## src/rtl/dma_cache_pkg.sv

```systemverilog
// Shared constants and state encoding for the CoreDMA cache fill/read engines.
package dma_cache_pkg;

    localparam int unsigned DATA_WIDTH = 64;
    localparam int unsigned ADDR_WIDTH = 8;
    localparam int unsigned LEN_WIDTH  = ADDR_WIDTH + 1;

    typedef enum logic [1:0] {
        IDLE,
        ISSUE,
        DRAIN
    } state_e;

endpackage

```

## src/rtl/dma_cache_skid_fifo.sv

```systemverilog
// Small synchronous FIFO carrying a data word plus a last-beat flag.
module dma_cache_skid_fifo #(
    parameter int unsigned DATA_WIDTH = 64,
    parameter int unsigned DEPTH      = 4
) (
    input  logic                         i_clk,
    input  logic                         i_reset,
    input  logic                         i_push,
    input  logic [DATA_WIDTH-1:0]        i_push_data,
    input  logic                         i_push_last,
    input  logic                         i_pop,
    output logic                         o_valid,
    output logic [DATA_WIDTH-1:0]        o_data,
    output logic                         o_last,
    output logic [$clog2(DEPTH+1)-1:0]   o_count
);

    localparam int unsigned PTR_W = (DEPTH > 1) ? $clog2(DEPTH) : 1;
    localparam int unsigned CNT_W = $clog2(DEPTH + 1);

    logic [DATA_WIDTH-1:0] r_data_mem [DEPTH];
    logic [DEPTH-1:0]      r_last_mem;
    logic [PTR_W-1:0]      r_wr_ptr;
    logic [PTR_W-1:0]      r_rd_ptr;
    logic [CNT_W-1:0]      r_count;
    logic                  w_do_pop;
    logic                  w_do_push;

    function automatic logic [PTR_W-1:0] next_ptr(input logic [PTR_W-1:0] ptr);
        return (ptr == PTR_W'(DEPTH - 1)) ? '0 : ptr + PTR_W'(1);
    endfunction

    assign w_do_pop  = i_pop && (r_count != '0);
    // A pop in the same cycle frees the slot, so a push at full is still accepted.
    assign w_do_push = i_push && ((r_count != CNT_W'(DEPTH)) || w_do_pop);

    always_ff @(posedge i_clk) begin
        if (i_reset) begin
            r_wr_ptr   <= '0;
            r_rd_ptr   <= '0;
            r_count    <= '0;
            r_last_mem <= '0;
            for (int i = 0; i < DEPTH; i++) begin
                r_data_mem[i] <= '0;
            end
        end else begin
            if (w_do_push) begin
                r_data_mem[r_wr_ptr] <= i_push_data;
                r_last_mem[r_wr_ptr] <= i_push_last;
                r_wr_ptr             <= next_ptr(r_wr_ptr);
            end
            if (w_do_pop) begin
                r_rd_ptr <= next_ptr(r_rd_ptr);
            end
            unique case ({w_do_push, w_do_pop})
                2'b10:   r_count <= r_count + CNT_W'(1);
                2'b01:   r_count <= r_count - CNT_W'(1);
                default: r_count <= r_count;
            endcase
        end
    end

    assign o_valid = (r_count != '0);
    assign o_data  = r_data_mem[r_rd_ptr];
    assign o_last  = o_valid && r_last_mem[r_rd_ptr];
    assign o_count = r_count;

endmodule

```

## src/rtl/dma_cache_reader.sv

```systemverilog
// Cache read engine: turns an (address, length) command into sequential SRAM reads
// and presents the returned words as a valid/ready stream with a last flag.
module dma_cache_reader
    import dma_cache_pkg::*;
#(
    parameter int unsigned DATA_WIDTH = dma_cache_pkg::DATA_WIDTH,
    parameter int unsigned ADDR_WIDTH = dma_cache_pkg::ADDR_WIDTH,
    parameter int unsigned RD_LATENCY = 2,
    parameter int unsigned FIFO_DEPTH = 4
) (
    input  logic                    i_clk,
    input  logic                    i_reset,
    input  logic                    i_cmd_valid,
    output logic                    o_cmd_ready,
    input  logic [ADDR_WIDTH-1:0]   i_cmd_addr,
    input  logic [ADDR_WIDTH:0]     i_cmd_len,
    output logic [ADDR_WIDTH-1:0]   o_r_addr,
    output logic                    o_r_en,
    output logic                    o_r_data_en,
    output logic                    o_r_data_srst_n,
    input  logic [DATA_WIDTH-1:0]   i_r_data,
    output logic [DATA_WIDTH-1:0]   o_out_data,
    output logic                    o_out_valid,
    input  logic                    i_out_ready,
    output logic                    o_out_last,
    output logic                    o_busy,
    output logic                    o_done
);

    localparam int unsigned LEN_W = ADDR_WIDTH + 1;
    localparam int unsigned CNT_W = $clog2(FIFO_DEPTH + 1);
    localparam int unsigned INF_W = $clog2(RD_LATENCY + 1);

    state_e                  r_state;
    state_e                  w_state_next;
    logic [ADDR_WIDTH-1:0]   r_addr;
    logic [LEN_W-1:0]        r_remaining;
    logic [RD_LATENCY-1:0]   r_pipe_vld;
    logic [RD_LATENCY-1:0]   r_pipe_last;
    logic                    r_done;
    logic                    w_done_next;
    logic                    w_issue;
    logic                    w_issue_last;
    logic                    w_accept;
    logic [INF_W-1:0]        w_inflight;
    logic [CNT_W-1:0]        w_fifo_count;
    logic                    w_pop;
    logic                    w_last_hs;

    always_comb begin
        w_inflight = '0;
        for (int i = 0; i < RD_LATENCY; i++) begin
            w_inflight = w_inflight + INF_W'(r_pipe_vld[i]);
        end
    end

    // Reads in flight plus buffered words never exceed the buffer, so a stalled
    // consumer can never cause returning SRAM data to be dropped.
    assign w_issue      = (r_state == ISSUE) && (r_remaining != '0) &&
                          ((32'(w_inflight) + 32'(w_fifo_count)) < FIFO_DEPTH);
    assign w_issue_last = w_issue && (r_remaining == LEN_W'(1));
    assign w_accept     = (r_state == IDLE) && i_cmd_valid;
    assign w_pop        = o_out_valid && i_out_ready;
    assign w_last_hs    = w_pop && o_out_last;

    always_comb begin
        w_state_next = r_state;
        w_done_next  = 1'b0;
        unique case (r_state)
            IDLE: begin
                if (i_cmd_valid) begin
                    if (i_cmd_len != '0) begin
                        w_state_next = ISSUE;
                    end else begin
                        w_done_next = 1'b1;
                    end
                end
            end
            ISSUE: begin
                if (w_issue_last) begin
                    w_state_next = DRAIN;
                end
            end
            DRAIN: begin
                // Stay one extra cycle so DONE is seen while BUSY is still high.
                if (r_done) begin
                    w_state_next = IDLE;
                end else if (w_last_hs) begin
                    w_done_next = 1'b1;
                end
            end
            default: w_state_next = IDLE;
        endcase
    end

    always_ff @(posedge i_clk) begin
        if (i_reset) begin
            r_state     <= IDLE;
            r_addr      <= '0;
            r_remaining <= '0;
            r_pipe_vld  <= '0;
            r_pipe_last <= '0;
            r_done      <= 1'b0;
        end else begin
            r_state <= w_state_next;
            r_done  <= w_done_next;
            if (w_accept) begin
                r_addr      <= i_cmd_addr;
                r_remaining <= i_cmd_len;
            end else if (w_issue) begin
                r_addr      <= r_addr + ADDR_WIDTH'(1);
                r_remaining <= r_remaining - LEN_W'(1);
            end
            r_pipe_vld[0]  <= w_issue;
            r_pipe_last[0] <= w_issue_last;
            for (int i = 1; i < RD_LATENCY; i++) begin
                r_pipe_vld[i]  <= r_pipe_vld[i-1];
                r_pipe_last[i] <= r_pipe_last[i-1];
            end
        end
    end

    dma_cache_skid_fifo #(
        .DATA_WIDTH (DATA_WIDTH),
        .DEPTH      (FIFO_DEPTH)
    ) u_fifo (
        .i_clk       (i_clk),
        .i_reset     (i_reset),
        .i_push      (r_pipe_vld[RD_LATENCY-1]),
        .i_push_data (i_r_data),
        .i_push_last (r_pipe_last[RD_LATENCY-1]),
        .i_pop       (w_pop),
        .o_valid     (o_out_valid),
        .o_data      (o_out_data),
        .o_last      (o_out_last),
        .o_count     (w_fifo_count)
    );

    assign o_cmd_ready     = (r_state == IDLE);
    assign o_busy          = (r_state != IDLE);
    assign o_done          = r_done;
    assign o_r_en          = w_issue;
    assign o_r_addr        = r_addr;
    assign o_r_data_en     = 1'b1;
    assign o_r_data_srst_n = ~i_reset;

endmodule

```

## config.mk

```make
export PLATFORM = sky130hd
export DESIGN_NAME = dma_cache_reader
export DESIGN_NICKNAME = d
export VERILOG_FILES = /design/src/rtl/dma_cache_pkg.sv /design/src/rtl/dma_cache_skid_fifo.sv /design/src/rtl/dma_cache_reader.sv
export SDC_FILE = /design/constraint.sdc
export NUM_CORES = 1
export LEC_CHECK = 0
export CAP_MARGIN = 20
export CORE_UTILIZATION = 50
export DETAILED_ROUTE_END_ITERATION = 8
export GPL_ROUTABILITY_DRIVEN = 0
export GPL_TIMING_DRIVEN = 0
export PLACE_DENSITY = 0.76
export SLEW_MARGIN = 20
export SYNTH_ARGS = -nofsm -noshare
export SYNTH_HDL_FRONTEND = slang
export SYNTH_SLANG_ARGS = --single-unit
```

## constraint.sdc

```tcl
create_clock -name i_clk -period 7.5 [get_ports i_clk]
set_clock_uncertainty 0.15 [all_clocks]
set_input_delay 1.5 -clock i_clk [delete_from_list [all_inputs] [get_ports i_clk]]
set_output_delay 1.5 -clock i_clk [all_outputs]
set_load 0.1 [all_outputs]
```

==> Yosys cells after proc, flatten, opt, wreduce, memory -nomap -nowiden <==
Memory sizes are Yosys's and may differ from the RTL's. A register that Yosys moved wholly into a read port is not among the register bits.
Index checks and enable logic that the tools add are counted.
Widths: inputs -> output; s select.
{ "word_totals": {"wordCells": 88, "mem_count": 1, "ff_bits": 35, "ram_bits": 256, "out_inout_bits": 80, "input_bits": 85} }
{ "classes": {"n_eq_ne": 12, "n_mux": 32, "order_cmp": 4, "reduce_logical": 20, "n_addsub": 8, "n_bitwise": 1} }
{ "mem_list": {"columns": ["name", "depth", "word_bits", "read_ports", "rd_ports_with_merged_regs", "wr", "line_no", "source"], "rows": [
  ["u_fifo.r_data_mem", 4, 64, 1, 1, 4, "dma_cache_skid_fifo.sv:21", "logic [DATA_WIDTH-1:0] r_data_mem [DEPTH];"]
]} }
{ "op_table": {"columns": ["cell", "n"], "rows": [
  ["$mux 64", 1],
  ["$reduce_or 64->1", 1],
  ["$mux 2", 9],
  ["$mux 9", 2],
  ["$reduce_bool 9->1", 2],
  ["$mux 8", 2],
  ["$mux 1", 12],
  ["$logic_and 1x1->1", 10],
  ["$eq 9x1->1 const B", 1],
  ["$sub 9x1->9 const B", 1],
  ["$add 8x1->8 const B", 1],
  ["$eq 2x2->1 const B", 4],
  ["$lt 2x3->1 const B", 2],
  ["$ne 2x2->1 const B", 3],
  ["$pmux 2 s3", 1],
  ["$pmux 3 s2", 1],
  ["$reduce_bool 2->1", 3],
  ["$add 2x1->2 const B", 2],
  ["$add 2x3->4", 1],
  ["$bwmux 4", 1],
  ["$eq 2x1->1 const B", 2],
  ["$lt 4x3->1 const B", 1],
  ["$reduce_and 4->1", 1],
  ["$add 3x1->3 const B", 1],
  ["12 further kinds", 12]
]} }

==> Longest topological paths before layout <==
Gate-level depths: netlist (run 1).
{ "logic_depth": {"ltp_word": 10, "ltp_mapped": 8, "mapped_depth_nobuf": 7} }

==> Hierarchy <==
A second synthesis (run 1) with hierarchy kept.
{ "hier_totals": {"hier_cells": 871, "area_unflattened_um2": 13165.1} }
{ "by_module_without_submodules": {"columns": ["module", "seq_area_each_um2", "cells_each", "area_each_um2", "n_inst"], "rows": [
  ["dma_cache_skid_fifo", 7947.6, 705, 11786.3, 1],
  ["dma_cache_reader", 480.5, 166, 1378.8, 1]
]} }

==> Worst setup path before layout (run 1) <==
OpenSTA, ideal clock, no wires.
{ "synth_timing": {"kind": "input -> register", "start": "input port i_out_ready", "end": "memory u_fifo.r_data_mem[3][0], enable pin", "arrival_time_ns": 6.611, "path_buffers": 1, "slack_ns": 0.157, "setup_ns": 0.581, "required_time_ns": 6.769, "cell_stages": 4, "cell_sequence": "or4b_1 -> buf_2 -> nand2_1 -> o31ai_1"} }
{ "synth_lines": {"columns": ["item", "line_no", "source"], "rows": [
  ["start, declared", "dma_cache_reader.sv:24", "input logic i_out_ready,"],
  ["end, declared", "dma_cache_skid_fifo.sv:21", null]
]} }

==> Final worst setup path (run 1) <==
{ "layout_timing": {"start": "register u_fifo.r_count[0], in the netlist u_fifo.o_count[0]", "end": "output port o_r_en"} }
{ "layout_between": {"elab_chain_len": 3} }
{ "layout_lines": {"columns": ["item", "line_no", "source"], "rows": [
  ["start, declared", "dma_cache_skid_fifo.sv:25", "logic [CNT_W-1:0] r_count;"],
  ["start signal, assigned", "dma_cache_skid_fifo.sv:56", "2'b10: r_count <= r_count + CNT_W'(1);"],
  ["start signal, assigned", "dma_cache_skid_fifo.sv:57", "2'b01: r_count <= r_count - CNT_W'(1);"],
  ["start signal, assigned", "dma_cache_skid_fifo.sv:58", "default: r_count <= r_count;"],
  ["$add 2x3->4", "dma_cache_reader.sv:60", "((32'(w_inflight) + 32'(w_fifo_count)) < FIFO_DEPTH);"],
  ["$lt 4x3->1", "dma_cache_reader.sv:60", null],
  ["$logic_and 1x1->1", "dma_cache_reader.sv:59", "assign w_issue = (r_state == ISSUE) && (r_remaining != '0) &&"],
  ["end, declared", "dma_cache_reader.sv:18", "output logic o_r_en,"]
]} }
No other way between the ends.

==> impl_metrics.csv, run 1 <==
group,metric,value,unit
grt,grt_overflow,0,
sta,post-route-period-util,69.0,%
final_layout,area_delta_synth_final,24.3,%
cts,cts_hold_buf,0,
critical_path,crit_type,"register to primary output",
cts,ctsRootBufferMaster,"clkbuf_16",
final_layout,drive_above_1_share,13.4,%
routing,dr.pass1.iters,4,
final_layout,layout_commonest_cell,"and2_1",
critical_path,reg2reg_depth,7,
run_status,status,"finished, final reports clean",
sta,fin_hold_ws,0.308,ns
final_layout,nets,1170,
synth,ys_types,60,
floorplan,die_area,26800,um2
power_and_ir_drop,p_leak,0.00586,uW
floorplan,num_rows,58,
synth,synth-seq-cells,293,
power_and_ir_drop,power,5290,uW
floorplan,floorplan.die.height,164,um
critical_path,cp_cell_sequence,"ha_1 > a21o_1 > a211oi_2 > nand2_8 > inv_4 > clkdlybuf4s50_1",
sta,max_slew_margin,26.9,%
cts,tritoncts,"yes",
synth,syn-mean-instance-area,15.0,um2
sta,min_period,5.17,ns
placed_design,dpl.cell_count,1372,
synth,synth_ff_type,"edfxtp_1",
cts,htree_levels,1,
sta,rsz0062_at_grt,"no",
synth,synthesis.area,13100,um2
routing,wl_per_cell,20.0,um
routing,wirelength,28700,um
routing,wl_met2,14500,um
final_layout,final_cell_mix,"and2_1 (260), edfxtp_1 (256), clkdlybuf4s50_1 (163)",
routing,routed-wl-met3,1610,um
sta,finalSetupViolCount,0,
routing,drtIter0Drc,558,
grt,grt_start_max_net_pins,37,
sta,max_freq,193,MHz
final_layout,fin_cells,1430,
floorplan,ios,165,
power_and_ir_drop,irDropWorstVdd,0.000291,V
critical_path,endpoint_kind,"primary output",
flow_run,maxCapViolCount,0,
synth,yosys.area.top_type,"edfxtp_1",
critical_path,crit_path_top_delay_cell,"clkdlybuf4s50_1",
sta,fin_ws,2.33,ns
cts,cts_setup_buffers,0,
cts,clk_latency,0.54,ns
worst_hold_path,min_path_type,"register to register",
routing,routed.top_layer,"met5",
cts,clockBufferDepth,3,
sta,hold_violations,0,
placed_design,dpl_cell_area,15200,um2
grt,track_usage,22.0,%
floorplan,die_w,164,um
floorplan,start_util,51.4,%
critical_path,start_kind,"register",
power_and_ir_drop,power.density,326,nW/um2
cts,clkSinkCount,293,
grt,grt_pass1_wl,44900,um
final_layout,multi_input_area,4370,um2
routing,num_vias,7910,
grt,grt_pass1_vias,8180,
synth,post-synth-top-area-fraction,58.9,%
grt,antenna_found_initial,3,
critical_path,cpPeakStageDelay,1.14,ns
floorplan,core_region_area,25400,um2
synth,synth.net_count,967,
cts,cts_made_buffers,30,
cts,cts.clk_slew.worst_paths,0.06,ns
routing,route.detailed.drc,0,
synth,seq_area_frac_synth,64.5,%
final_layout,fin_area,16200,um2
critical_path,crit_path_max_fanout,8,
placed_design,pre_cts_ws,2.45,ns
sta,slew_violations,0,
routing,final_antenna_net_count,0,
routing,met1_length,11900,um
cts,ctsResizeCount,0,
synth,async_flop_share,0,%
final_layout,seqCellArea,8430,um2
worst_hold_path,holdPathStages,1,
placed_design,io_buffers,163,
routing,via_per_inst,5.53,
sta,tightest_slew,1.09,ns
critical_path,worstPathRequired,5.85,ns
synth,synth-warning-count,0,
synth,synth.area.top_cells,"edfxtp_1 (59%), and2_1 (12%), mux4_2 (11%)",
synth,syn_inst,871,
final_layout,nFillCells,1879,
critical_path,critical_path_arrival,3.52,ns
synth,synth_edf_count,256,
placed_design,hpwl,18400,um
-- kinds of logic (layout without fill, tap and decap cells) --
group	count (synthesis)	count (layout)	share of synthesized area, %
AOI/OAI and AO/OA	63	63	3.56
adders and majority gates	11	11	1.11
buffers and inverters	68	295	2.21
DFF	293	293	64.5
muxes	71	71	11.7
other	1	3	0.0287
and+or+nand+nor	364	364	16.9
-- state kept, by name (all words and copies together), names as in the netlist, named ones only --
name	count
u_fifo.r_rd_ptr	2
u_fifo.r_wr_ptr	2
r_remaining	9
r_pipe_vld	2
r_pipe_last	2
o_done	1
u_fifo.r_data_mem	256
u_fifo.r_last_mem	4
r_state	2
o_r_addr	8
u_fifo.o_count	3
-- final cells by class --
type | instances | area share (%)
well taps | 330 | 2.54
clock inverters | 13 | 0.717
repair buffers | 171 | 10.8
inverters | 11 | 0.270
multi-input cells | 510 | 26.9
clock buffers | 43 | 5.30
plain buffers | 57 | 1.51
diodes | 2 | 0.0308
flip-flops and latches | 293 | 51.9
-- stage by stage --
stage | TNS (ns) | utilization (%)
2_1_floorplan | 0 | -
3_3_place_gp | -257.09 | 59.5
3_5_place_dp | 0 | 60.0
4_1_cts | 0 | 63.9
5_1_grt | 0 | 63.9
6_report | 0 | 63.9
-- routing by layer --
metal  global-route usage [%]  up-vias
met5                        0        -
met2                     38.4      280
li1                         -     3664
met3                     3.05       47
met4                     5.68        2
met1                     29.1     3917
-- critical path: cells and delay by family, from the launching register on --
family                     cells  cell delay, ns
buffers and inverters          2            1.27
and+or+nand+nor                1            0.12
AOI/OAI and AO/OA              2            0.90
adders and majority gates      1            0.27
DFF                            1            0.41
-- power breakdown --
group,switching (uW),leakage [uW],internal (uW),total [uW]
clock,609,0.000487,864,1470
sequential,65.5,0.00295,1870,1940
combinational,1330,0.00242,546,1880
total,2000,0.00586,3280,5290
-- Yosys cell counts, drive strengths merged, types with 4 or more instances --
cell type / n
a211oi: 5
a21oi: 7
a31oi: 11
and2: 260
buf: 15
clkbuf: 42
dfxtp: 37
edfxtp: 256
ha: 10
inv: 11
mux2i: 5
mux4: 65
nand2: 14
nand3: 14
nor2: 23
nor2b: 5
nor3: 12
o21ai: 9
o311a: 4
or2: 6
or3: 6
or4: 5
-- worst paths after layout --
path | start | endpoint | slack [ns]
max | u_fifo.o_count[0]$_SDFFE_PP0P_ | o_r_en | 2.33
min | r_pipe_last[0]$_SDFF_PP0_ | r_pipe_last[1]$_SDFF_PP0_ | 0.31
max reg2reg | u_fifo.o_count[1]$_SDFFE_PP0P_ | u_fifo.r_data_mem[1][31]$_SDFFCE_PN0P_ | 4.36
min reg2reg | r_pipe_last[0]$_SDFF_PP0_ | r_pipe_last[1]$_SDFF_PP0_ | 0.31
Power figures use the tool's default switching activity.
==> run 2: changes to the inputs <==
==> constraint.sdc (replaced) <==
create_clock -name i_clk -period 4.25 [get_ports i_clk]
set_clock_uncertainty 0.15 [all_clocks]
set_input_delay 0.85 -clock i_clk [delete_from_list [all_inputs] [get_ports i_clk]]
set_output_delay 0.85 -clock i_clk [all_outputs]
set_load 0.1 [all_outputs]
==> impl_metrics.csv, run 2 (same netlist as run 1, synthesis figures left out) <==
group,metric,value,unit
run_status,status,"finished, final reports clean",
critical_path,endpoint_kind,"primary output",
cts,cts_hold_buf,0,
sta,max_slew_margin,23.1,%
cts,htree_levels,1,
sta,rsz0062_at_grt,"no",
sta,fin_ws,0.137,ns
sta,fin_hold_ws,0.298,ns
worst_hold_path,hold_start,"r_pipe_last[0]$_SDFF_PP0_",
critical_path,start_kind,"register",
routing,route.detailed.drc,0,
final_layout,nFillCells,1877,
critical_path,crit_path_max_fanout,10,
routing,num_vias,7926,
cts,clkSinkCount,293,
sta,max_freq,243,MHz
critical_path,path_delay_family,"buffers and inverters",
routing,final_antenna_net_count,0,
critical_path,worstPathRequired,3.25,ns
critical_path,path_depth,4,
routing,dr.pass1.iters,5,
cts,ctsRootBufferMaster,"clkbuf_16",
grt,grt_pass1_vias,8274,
floorplan,ios,165,
worst_hold_path,min_to,"r_pipe_last[1]$_SDFF_PP0_",
final_layout,largest_reg_flops,256,
routing,drtIter0Drc,494,
final_layout,area_delta_synth_final,23.4,%
critical_path,critical_path_arrival,3.11,ns
grt,grt_overflow,0,
placed_design,dpl.cell_count,1373,
critical_path,cpPeakStageDelay,0.83,ns
final_layout,final_cell_mix,"and2_1 (260), edfxtp_1 (256), clkdlybuf4s50_1 (102)",
sta,post-route-period-util,96.8,%
critical_path,cp_cell_sequence,"clkbuf_1 > clkbuf_1 > mux4_2 > clkdlybuf4s15_1",
cts,clk_latency,0.53,ns
critical_path,path_buf_inv,3,
sta,tightest_slew,1.15,ns
floorplan,floorplan.die.height,164,um
critical_path,cpMostUsedCell,"clkbuf_1",
floorplan,start_util,51.4,%
cts,clockBufferDepth,3,
grt,track_usage,21.5,%
placed_design,io_buffers,163,
sta,slew_violations,0,
sta,hold_violations,0,
worst_hold_path,min_path_type,"register to register",
grt,grt_pass1_wl,43900,um
final_layout,nets,1170,
critical_path,worstReg2RegEnd,"u_fifo.r_data_mem[0][51]$_SDFFCE_PN0P_",
critical_path,rrSetupSlack,1.14,ns
routing,wl_per_cell,19.7,um
floorplan,num_rows,58,
critical_path,crit_type,"register to primary output",
final_layout,drive_above_1_share,15.7,%
cts,cts.clk_slew.worst_paths,0.06,ns
final_layout,max_flop_register,"u_fifo.r_data_mem",
sta,finalSetupViolCount,0,
flow_run,maxCapViolCount,0,
sta,min_period,4.11,ns
placed_design,hpwl,18200,um
critical_path,reg2reg_depth,7,
power_and_ir_drop,irDropWorstVdd,0.000556,V
critical_path,crit_path_top_delay_cell,"clkdlybuf4s15_1",
critical_path,r2r_start,"u_fifo.o_count[1]$_SDFFE_PP0P_",
floorplan,die_area,26800,um2
routing,via_per_inst,5.54,
power_and_ir_drop,p_leak,0.00592,uW
floorplan,die_w,164,um
cts,tritoncts,"yes",
routing,wirelength,28100,um
power_and_ir_drop,power.density,570,nW/um2
cts,cts_setup_buffers,0,
cts,cts_made_buffers,30,
grt,antenna_found_initial,1,
final_layout,fin_cells,1430,
worst_hold_path,holdPathStages,1,
final_layout,layout_commonest_cell,"and2_1",
placed_design,pre_cts_ws,0.228,ns
floorplan,core_region_area,25400,um2
grt,grt_start_max_net_pins,40,
[run 2: cell count changes in the layout (fill, tap and decap cells not counted), moves of 2 or more]
cell,delta
clkbuf_2,+26
clkdlybuf4s50_1,-61
clkbuf_8,-2
clkdlybuf4s15_1,+19
dlygate4sd2_1,+16
buf_6,-2
clkinv_2,-3
buf_8,+3
clkinvlp_4,+3
[run 2: stage by stage]
step                instance area (um2)  TNS [ns]  total power (uW)  util [%]
floorplan                         13100         0              6000         -
global placement                  15100   -123.30              6760      59.5
detailed placement                15300         0              6800      60.2
CTS                               16200         0              9260      63.7
global route                      16100         0              9500      63.5
finish                            16100         0              9190      63.5
[run 2: routing by layer]
layer | share of wire (%) | GRT usage (%) | wire, um | vias up
met3 | 6.6 | 3.07 | 1870 | 46
met4 | 2.3 | 5.81 | 636 | 0
met5 | 0 | 0 | 0 | -
li1 | - | - | - | 3665
met1 | 40 | 27.3 | 11200 | 3958
met2 | 51 | 38.4 | 14500 | 257
[run 2: report_power, final]
part | leakage [uW] | internal [uW] | switching [uW]
registers | 0.00295 | 3300 | 136
clock network | 0.000474 | 1550 | 1050
logic | 0.00250 | 833 | 2320
total | 0.00592 | 5690 | 3500
[run 2: layout make-up]
cell class / instances / area, um2 / area share (%)
tap: 330 / 413 / 2.56
clock buffer: 42 / 837 / 5.19
clock inverter: 14 / 149 / 0.924
timing repair buffer: 172 / 1630 / 10.1
sequential: 293 / 8430 / 52.3
buffer: 56 / 241 / 1.50
antenna: 2 / 5.00 / 0.0310
multi-input combinational: 510 / 4370 / 27.1
inverter: 11 / 43.8 / 0.272
[run 2: timing repair]
action                                  in CTS  in global routing
pin swaps                                    0                  0
resized for setup                           62                 70
endpoints found under the setup margin      61                 45
[run 2: how the worst max path moves through the flow]
| stage | start | end | slack [ns] |
|---|---|---|---|
| 3_5_place_dp | register | o_out_data[9] | 0.23 |
| 4_1_cts | u_fifo.o_count[0]$_SDFFE_PP0P_ | o_r_en | 0.01 |
| 6_report | register | o_out_data[46] | 0.14 |
| 5_1_grt | register | o_out_data[51] | 0.0002 |
| 3_3_place_gp | i_out_ready | u_fifo.r_data_mem[3][31]$_DFFE_PP_ | -0.93 |
| 2_1_floorplan | i_reset | u_fifo.r_data_mem[0][0]$_SDFFCE_PN0P_ | 0.60 |
